--- src/rtl/pwm_stream_adapter.sv ---
// Paces a show-ahead FIFO into per-channel PWM samples: one frame per DIV cycles,
// channels fetched on alternating cycles, all channels committed together.
module pwm_stream_adapter #(
    parameter int IN_W       = 16,
    parameter int OUT_W      = 8,
    parameter int NCH        = 1,
    parameter int DIV        = 2500,
    parameter int CONV       = 1,
    parameter int UNDER_HOLD = 1
) (
    input  logic                 clk110,
    input  logic                 RESET,
    input  logic                 enable,
    input  logic [2:0]           volume,
    input  logic [IN_W-1:0]      fifo_data,
    input  logic                 fifo_empty_n,
    output logic                 fifo_rd,
    output logic [NCH*OUT_W-1:0] sample,
    output logic                 sample_valid,
    output logic [15:0]          underrun_cnt
);

    localparam int CNT_W = $clog2(DIV);
    localparam int CH_W  = (NCH > 1) ? $clog2(NCH) : 1;
    localparam logic [OUT_W-1:0] MID = {1'b1, {(OUT_W-1){1'b0}}};

    typedef enum logic [1:0] {IDLE, FETCH, GAP, COMMIT} state_t;

    state_t                        state_q, state_d;
    logic [CNT_W-1:0]              cnt_q, cnt_d;
    logic [CH_W-1:0]               ch_q, ch_d;
    logic [NCH-1:0][OUT_W-1:0]     staging_q, staging_d;
    logic [NCH-1:0][OUT_W-1:0]     sample_q, sample_d;
    logic [15:0]                   underrun_q, underrun_d;
    logic                          tick;

    function automatic logic [OUT_W-1:0] convert(input logic [IN_W-1:0] d);
        logic [OUT_W-1:0] c;
        c = d[IN_W-1 -: OUT_W];
        if (CONV != 0) begin
            for (int i = 0; i < OUT_W; i++) c[i] = d[2*i+1];
        end
        return c;
    endfunction

    // Attenuation is a signed shift about midscale, so the result never leaves range.
    function automatic logic [OUT_W-1:0] attenuate(input logic [OUT_W-1:0] c,
                                                   input logic [2:0]       vol);
        logic signed [OUT_W:0] diff;
        logic signed [OUT_W:0] sum;
        diff = $signed({1'b0, c}) - $signed({1'b0, MID});
        sum  = (diff >>> vol) + $signed({1'b0, MID});
        return sum[OUT_W-1:0];
    endfunction

    assign tick         = (cnt_q == CNT_W'(DIV - 1));
    assign sample       = sample_q;
    assign underrun_cnt = underrun_q;

    always_comb begin
        // NOTE: every variable gets a default before the case so no path infers a latch.
        state_d      = state_q;
        ch_d         = ch_q;
        staging_d    = staging_q;
        sample_d     = sample_q;
        underrun_d   = underrun_q;
        fifo_rd      = 1'b0;
        sample_valid = 1'b0;

        if (!enable || tick) cnt_d = '0;
        else                 cnt_d = cnt_q + CNT_W'(1);

        case (state_q)
            IDLE: begin
                ch_d = '0;
                if (tick && enable) state_d = FETCH;
            end
            FETCH: begin
                if (!enable) begin
                    state_d = IDLE;
                    ch_d    = '0;
                end else begin
                    if (fifo_empty_n) begin
                        fifo_rd        = 1'b1;
                        staging_d[ch_q] = attenuate(convert(fifo_data), volume);
                    end else begin
                        staging_d[ch_q] = (UNDER_HOLD != 0) ? sample_q[ch_q] : MID;
                        if (underrun_q != 16'hFFFF) underrun_d = underrun_q + 16'd1;
                    end
                    // The last fetch loads sample on the same edge that enters COMMIT,
                    // so sample already holds the new frame while sample_valid is high.
                    if (ch_q == CH_W'(NCH - 1)) begin
                        state_d  = COMMIT;
                        sample_d = staging_d;
                    end else begin
                        state_d = GAP;
                        ch_d    = ch_q + CH_W'(1);
                    end
                end
            end
            GAP: begin
                if (enable) state_d = FETCH;
                else begin
                    state_d = IDLE;
                    ch_d    = '0;
                end
            end
            COMMIT: begin
                sample_valid = 1'b1;
                state_d      = IDLE;
            end
            default: state_d = IDLE;
        endcase
    end

    always_ff @(posedge clk110) begin
        if (!RESET) begin
            // NOTE: staging and sample are small register arrays with a defined
            // midscale reset value, so they are reset rather than left undefined.
            state_q    <= IDLE;
            cnt_q      <= '0;
            ch_q       <= '0;
            staging_q  <= {NCH{MID}};
            sample_q   <= {NCH{MID}};
            underrun_q <= '0;
        end else begin
            // NOTE: state uses non-blocking assignments so every flop samples pre-edge values.
            state_q    <= state_d;
            cnt_q      <= cnt_d;
            ch_q       <= ch_d;
            staging_q  <= staging_d;
            sample_q   <= sample_d;
            underrun_q <= underrun_d;
        end
    end

endmodule

--- config.mk ---
export PLATFORM = sky130hd
export DESIGN_NAME = pwm_stream_adapter
export DESIGN_NICKNAME = d
export VERILOG_FILES = /design/src/rtl/pwm_stream_adapter.sv
export SDC_FILE = /design/constraint.sdc
export NUM_CORES = 1
export LEC_CHECK = 0
export BUFFER_PORTS_ARGS = -buffer_cell sky130_fd_sc_hd__buf_2
export CAP_MARGIN = 10
export CELL_PAD_IN_SITES_DETAIL_PLACEMENT = 1
export CELL_PAD_IN_SITES_GLOBAL_PLACEMENT = 2
export CORE_MARGIN = 2
export CORE_UTILIZATION = 33
export DETAILED_ROUTE_END_ITERATION = 8
export HOLD_SLACK_MARGIN = 0.02
export PLACE_DENSITY = 0.81
export SYNTH_ARGS = -nofsm -noshare
export SYNTH_HDL_FRONTEND = slang
export SYNTH_SLANG_ARGS = --single-unit
--- constraint.sdc ---
create_clock -name clk110 -period 2.45 [get_ports clk110]
set_input_delay 0.1225 -clock clk110 [delete_from_list [all_inputs] [get_ports clk110]]
set_output_delay 0.1225 -clock clk110 [all_outputs]
set_load 0.05 [all_outputs]
Word level (Yosys, flattened, before mapping)
Cells that the tools add are included.

Word-level logic and storage cells: 56. Register bits: 47. Output and inout port bits: 26. Input port bits: 23.

Bitwise logic cells: 3. Equal/unequal tests: 7. Shift-type cells: 1. Magnitude comparators: 2. Reduce and logical (&&, ||, !) cells: 11. Mux-type cells: 21. Add/sub/neg operators: 5.

Operators by type and width (number): 8-bit 2-to-1 mux (6); 16-bit by 1-bit adder with 16-bit output, second input constant (1); 8-bit bitwise mux (2); 16-bit != test, second input constant (1); 12-bit by 1-bit adder with 12-bit output, second input constant (1); 12-bit equality test, second input constant (1); 1-bit 2-to-1 mux (9); 9-bit by 3-bit >>> shifter with 8-bit output (1); 8-bit by 8-bit subtractor with 9-bit output, second input constant (1); 8-bit adder, second input constant (1); 2-bit case mux with 4 select lines (1); 2-bit equality test, second input constant (2); 2-bit 2-to-1 mux (2); 2-bit != test, second input constant (2); 2-bit AND reduction (2); 4-bit AND reduction (1); 1-bit NOT (3); 1-bit case mux with 3 select lines (1); 3-bit AND reduction (1); 3-bit nonzero test (1); 2-bit by 1-bit equality test with 1-bit output, second input constant (1); 1-bit logical AND (2); 2-bit zero test (1); 2-bit OR reduction (1); other kinds (5) (5).

Depth between registers and ports, before layout
Gate-level depths: netlist of run 1.

Depth after elaboration: 8. Mapped depth: 6. Gate-level depth less buffers: 5.

Least setup slack after synthesis of run 1
No wires, ideal clock.

Path kind: reg-to-reg. Start: register underrun_q[0], in the netlist underrun_cnt[0]. End: register underrun_q[4], in the netlist underrun_cnt[4]. Period minus slack after synthesis: 2.145 ns. Arrival: 2.030 ns. Library setup time: 0.115 ns. Cell stages (with the launch flop): 7. Path slack: 0.305 ns. Cells stage by stage: dfxtp_1 ha_1 nand4_1 nor4_2 buf_2 nor4_1 o21a_1.

Word-level cells in the longest chain between the ends: 2. Elaborated cells on any way between the ends: 3.

RTL lines: start: declaration (line 34) `logic [15:0] underrun_q, underrun_d;`; start signal: assignment (line 133) `underrun_q <= underrun_d;`; branches (longest 2 deep; another with 16-bit by 1-bit adder with 16-bit output).

Parallel ways; which one is timed is not known. A chain may end at the register's enable or synchronous reset.

Worst setup path in the final report of run 1
Start: register underrun_q[0], in the netlist underrun_cnt[0]. End: register underrun_q[12], in the netlist underrun_cnt[12].

The elaborated chain is that of the path after synthesis.

==> results.cfg, run 1 <==
[cts]
cts_tree = built
ctsHtreeMaxLevel = 2
cts.sinks = 38
cts_hold_buffers = 0
cts_made_buffers = 5
clkTransAtPathRegs_ns = 0.08
cts_resized = 0
cts-root-buf = clkbuf_8
max-clock-path-buffers = 2
clkLatencyLatePin_ns = 0.29
post-cts-setup-buffers = 0

[finish]
area_growth_pct = 19.4
layout.nets = 283
utilization = 0.410
antennaDiodeCount = 0
drive_gt1_frac = 0.236

[timing]
finalSetupViolCount = 0
tightest_slew_ns = 0.467
finalSetupTns_ns = 0
max_freq_mhz = 519
rsz0062_at_grt = no
finalWorstSetupSlack_ns = 0.524
fin_skew_ns = 0.00772
finalHoldViolCount = 0
fin_crit_ns = 1.93
maxSlewHeadroom = 0.686
period_share = 0.786
slew_violations = 0

[logic_synthesis]
yosys.area_share.simple = 0.280
synth_top_cell_by_area = dfxtp_1
yosysUniqueCellTypes = 43
synth_cells = 217
ys_seq_elements = 38
synth_area_leaders = dfxtp_1 (40%), mux4_2 (5.9%), o21ai_0 (4.5%)
ys.flop_type = dfxtp_1
synth_adder_area_share = 0.0132
syn_avg_cell_area_um2 = 8.76
synth-compound-area-share = 0.134
syn_area_mm2 = 0.00190
netlist.area_leader.share = 0.400
synth-xor-area-share = 0.0461
synth-async-reset-ratio = 0
synth_common_cells = dfxtp_1 (38), nand2_1 (22), nor2_1 (17), o21ai_0 (17), nand3_1 (14)
synth_edf_count = 0
synth_top_family_by_area = simple AND/OR/NAND/NOR gates
synth_most_common_cell = dfxtp_1
synthMuxAreaShare = 0.0961
seq_area_frac_synth = 0.400
ys_warn_count = 0
synth_nets = 242

[global_routing]
grt_pass1_wl_um = 8050
grt_start_max_net_pins = 25
grt_overflow = 0
grtUsageTotal = 0.158
grt_pass1_vias = 1751
antenna_found_initial = 0

[place]
place_congestion = 0.779
post-place-ws_ns = 0.567
portBuffers = 40
hpwl_um = 3370

[detailed_routing]
wire_per_inst_um = 14.2
antenna_left = 0
viasPerCell = 5.29
drt-total-wl_um = 4690
drc = 0
drt_first_pass_iters = 4
drt_iter0_markers = 31
vias = 1751

[worst_setup_path]
crit_slowest_cell = or4_1
worst_path_largest_cell_delay_ns = 0.60
crit_chain = ha_1, nand3_1, or4_1, or3_1, a21oi_1
crit_path_start_kind = register
arrival_ns = 2.15
path_class = register to register
cp.required_ns = 2.67
critPathCaptureType = register
cp_max_fo = 5

[power]
total_power_mw = 1.13
power_leakage_nw = 0.882
powerDensity_mw_per_mm2 = 499
peakVddDrop_mv = 0.265

[floorplan]
coreArea_mm2 = 0.00554
die_area_mm2 = 0.00639
pin_count = 49
die_width_um = 79.9
start_util = 0.343
num_rows = 27
dieHeight_um = 79.9

[job]
max_cap_violations = 0

[status]
status = finished clean

[hold_path]
hold_class = input port to register
## flip-flops by register name, summed over array words and instances, names as in the netlist
| name | count |
|---|---|
| state_q | 2 |
| cnt_q | 12 |
| underrun_cnt | 16 |
| staging_q | 8 |
## final timing paths
| check | from | to | slack, ns | cells past startpoint |
|---|---|---|---|---|
| max reg2reg | underrun_cnt[0]$_SDFFE_PN0P_ | underrun_cnt[12]$_SDFFE_PN0P_ | 0.52 | 5 |
| min reg2reg | cnt_q[0]$_SDFF_PP0_ | cnt_q[0]$_SDFF_PP0_ | 0.44 | 1 |
| max | underrun_cnt[0]$_SDFFE_PN0P_ | underrun_cnt[12]$_SDFFE_PN0P_ | 0.52 | 5 |
| min | enable | state_q[0]$_SDFFE_PN0P_ | 0.13 | 3 |
## critical path, delay by kind of cell, from the launching register on
family	cells	cell delay, ns
AOI/OAI and AO/OA	1	0.14
adders and majority gates	1	0.28
DFF	1	0.39
and+or+nand+nor	3	1.05
## kinds of logic (layout without fill, tap and decap cells)
group	after synthesis	in the layout
AOI/OAI and AO/OA	43	43
adders and majority gates	2	2
xor gates and xnor gates	10	10
and+or+nand+nor	97	97
buffers and inverters	15	57
DFF	38	38
muxes	12	12
## per-layer routing
layer | share of wire | track usage | up-vias
li1 | - | - | 876
met2 | 0.49 | 0.278 | 26
met3 | 0.035 | 0.0339 | 6
met5 | 0 | 0 | -
met4 | 0.0079 | 0.0407 | 0
met1 | 0.47 | 0.194 | 843
## power breakdown
group          total [mW]  internal (mW)  switching, mW
registers           0.620          0.619       0.000983
logic              0.0642         0.0290         0.0352
clock network       0.450          0.227          0.223
## final cells by class
class                      instances  area, µm²
tap                               72       90.1
clock buffer                       7       86.3
clock inverter                     1       5.00
timing repair buffer              43        223
multi-input combinational        164       1080
sequential                        38        761
fill                             676       3270
inverter                           6       22.5
## stage by stage
step | cells | instance area [µm²] | hold WS [ns]
6_report | 331 | 2270 | 0.127
5_1_grt | 331 | 2270 | 0.155
4_1_cts | 331 | 2270 | 0.120
3_5_place_dp | 323 | 2180 | 0.426
3_3_place_gp | 323 | 2180 | 0.418
2_1_floorplan | 217 | 1900 | 0.268
## cells in the final DEF, fill, tap and decap left out, types with 6 or more instances in the layout
master,synthesis,layout
buf_2,1,40
xor2_1,9,9
nor2_1,17,17
mux2i_1,7,7
nor4_1,6,6
inv_1,6,6
clkbuf_8,0,6
nand3_1,14,14
o21ai_0,17,17
a21oi_1,11,11
dfxtp_1,38,38
nand2_1,22,22
Note: power is estimated with default switching activity, not from simulation.
==> inputs of run 2 (changes only) <==
CORE_UTILIZATION = 27   (was 33)
PLACE_DENSITY = 0.7   (was 0.81)
clock period = 1.65 ns   (was 2.45 ns; I/O delays follow)
==> run 2 against run 1 <==
The run now ends with setup timing left. Via count grew 2.9%. Sequential cell count stayed put. Clock skew grew 0.0023 ns. Highest routed layer unchanged. Wire length rose by 7.2%. First-iteration DRC count is 29% lower. Critical path type unchanged. Cell area increased by 11%. Utilization is 3.8 points lower. Largest power group unchanged.
==> results.cfg, run 2 (same netlist as run 1, synthesis figures left out) <==
[worst_setup_path]
r2r-end = underrun_cnt[12]$_SDFFE_PN0P_
critPathCaptureType = register
reg2reg_from = underrun_cnt[5]$_SDFFE_PN0P_
rrSetupSlack_ns = -0.01
crit_path_start_kind = register
cp.required_ns = 1.86
ff2ff_path_depth = 4
arrival_ns = 1.87
cp_max_fo = 6
path_class = register to register

[timing]
max_freq_mhz = 602
rsz0062_at_grt = yes
period_share = 1.01
finalWorstSetupSlack_ns = -0.0106
hold_ws_ns = 0.116
finalSetupViolCount = 1
finalHoldViolCount = 0
finalSetupTns_ns = -0.0106
maxSlewHeadroom = 0.723
fin_crit_ns = 1.66
tightest_slew_ns = 0.413
fin_skew_ns = 0.0100
slew_violations = 0

[detailed_routing]
wire_per_inst_um = 13.6
drt-total-wl_um = 5030
antenna_left = 0
drt_first_pass_iters = 4
drt_iter0_markers = 22
vias = 1802
drc = 0
viasPerCell = 4.87

[floorplan]
die_width_um = 87.9
coreArea_mm2 = 0.00679
dieHeight_um = 87.9
pin_count = 49
start_util = 0.280
die_area_mm2 = 0.00773
num_rows = 30

[power]
pwr-share-comb = 0.066
peakVddDrop_mv = 0.368
pwr-share-clk = 0.376
seqPwrFrac = 0.558
power_leakage_nw = 0.997
sw_frac_of_total = 0.232
p_int_mw = 1.24
total_power_mw = 1.62
power_switching_mw = 0.374
powerDensity_mw_per_mm2 = 639

[hold_path]
min_to = underrun_cnt[14]$_SDFFE_PN0P_
hold_class = input port to register
hold_depth = 3
holdCritStartpoint = RESET

[global_routing]
grtUsageTotal = 0.137
grt_pass1_vias = 1784
grt_start_max_net_pins = 17
grt_overflow = 0
grt_pass1_wl_um = 8450
antenna_found_initial = 0

[status]
status = finished with violations
failed_checks = setup timing

[finish]
drive_gt1_frac = 0.358
area_growth_pct = 33.0
largest_reg_flops = 16
final_cell_mix = buf_2 (41), nand2_1 (22), dfxtp_1 (21)
layout_commonest_cell = buf_2
antennaDiodeCount = 0
utilization = 0.372
layout.nets = 298
design_area_mm2 = 0.00253

[job]
max_cap_violations = 0

[place]
placed_area_mm2 = 0.00238
place_congestion = 0.724
hpwl_um = 3690
portBuffers = 40

[cts]
cts_made_buffers = 5
clkTransAtPathRegs_ns = 0.08
max-clock-path-buffers = 2
cts_tree = built
ctsHtreeMaxLevel = 2
cts.sinks = 38
clkLatencyLatePin_ns = 0.28
cts-root-buf = clkbuf_8
[run 2: cell types whose count changed in the layout (fill, tap and decap cells not counted), sizes merged]
cell	before	now
clkbuf	7	6
clkinv	1	2
buf	43	58
[run 2: worst max path at each step]
stage / from / endpoint / slack (ns) / depth (start not counted)
global placement: state_q[1]$_SDFFE_PN0P_ / underrun_cnt[5]$_SDFFE_PN0P_ / -0.02 / 5
finish: underrun_cnt[5]$_SDFFE_PN0P_ / underrun_cnt[12]$_SDFFE_PN0P_ / -0.01 / 4
global route: underrun_cnt[5]$_SDFFE_PN0P_ / underrun_cnt[12]$_SDFFE_PN0P_ / -0.06 / 4
floorplan: underrun_cnt[11]$_SDFFE_PN0P_ / underrun_cnt[4]$_SDFFE_PN0P_ / -0.01 / 5
detailed placement: state_q[1]$_SDFFE_PN0P_ / underrun_cnt[5]$_SDFFE_PN0P_ / -0.04 / 5
CTS: state_q[0]$_SDFFE_PN0P_ / underrun_cnt[12]$_SDFFE_PN0P_ / 0.006 / 4
[run 2: per-layer routing]
metal | vias to the layer above | GRT usage | share of wire
met5 | - | 0 | 0
met4 | 0 | 0.0294 | 0.0048
met3 | 2 | 0.0292 | 0.031
met2 | 24 | 0.219 | 0.47
met1 | 870 | 0.191 | 0.50
li1 | 906 | - | -
[run 2: what timing repair did]
action                     in CTS  in global routing
resized for setup               2                  7
buffers inserted                0                  2
hold buffers                    0                  0
pin swaps                       1                  2
gates cloned                    0                  1
setup endpoints to repair       4                 13
[run 2: critical path, stage by stage, from the launching register on]
cell	delay, ns
dfxtp_4	0.39
nand4_4	0.16
or4_4	0.56
or3_1	0.33
a21oi_1	0.15
[run 2: area by class of cell]
| type | instances | area, µm² |
|---|---|---|
| Fill cell | 820 | 4260 |
| Multi-Input combinational cell | 164 | 1150 |
| Sequential cell | 38 | 810 |
| Timing Repair Buffer | 58 | 349 |
| Tap cell | 96 | 120 |
| Clock buffer | 6 | 72.6 |
| Inverter | 6 | 22.5 |
| Clock inverter | 2 | 8.76 |
[run 2: power by group through the flow]
| stage | registers, mW | logic, mW | clock network [mW] |
|---|---|---|---|
| 2_1_floorplan | 0.923 | 0.0614 | 0 |
| 3_3_place_gp | 0.923 | 0.106 | 0 |
| 3_5_place_dp | 0.924 | 0.107 | 0 |
| 4_1_cts | 0.902 | 0.109 | 0.650 |
| 5_1_grt | 0.902 | 0.120 | 0.685 |
| 6_report | 0.902 | 0.107 | 0.607 |
[run 2: per-stage QoR]
step                      std cells  setup slack, ns
after CTS                       367          0.00620
after global routing            370          -0.0587
final                           370          -0.0106
after floorplan                 217          -0.0102
after global placement          359          -0.0166
after detailed placement        359          -0.0376
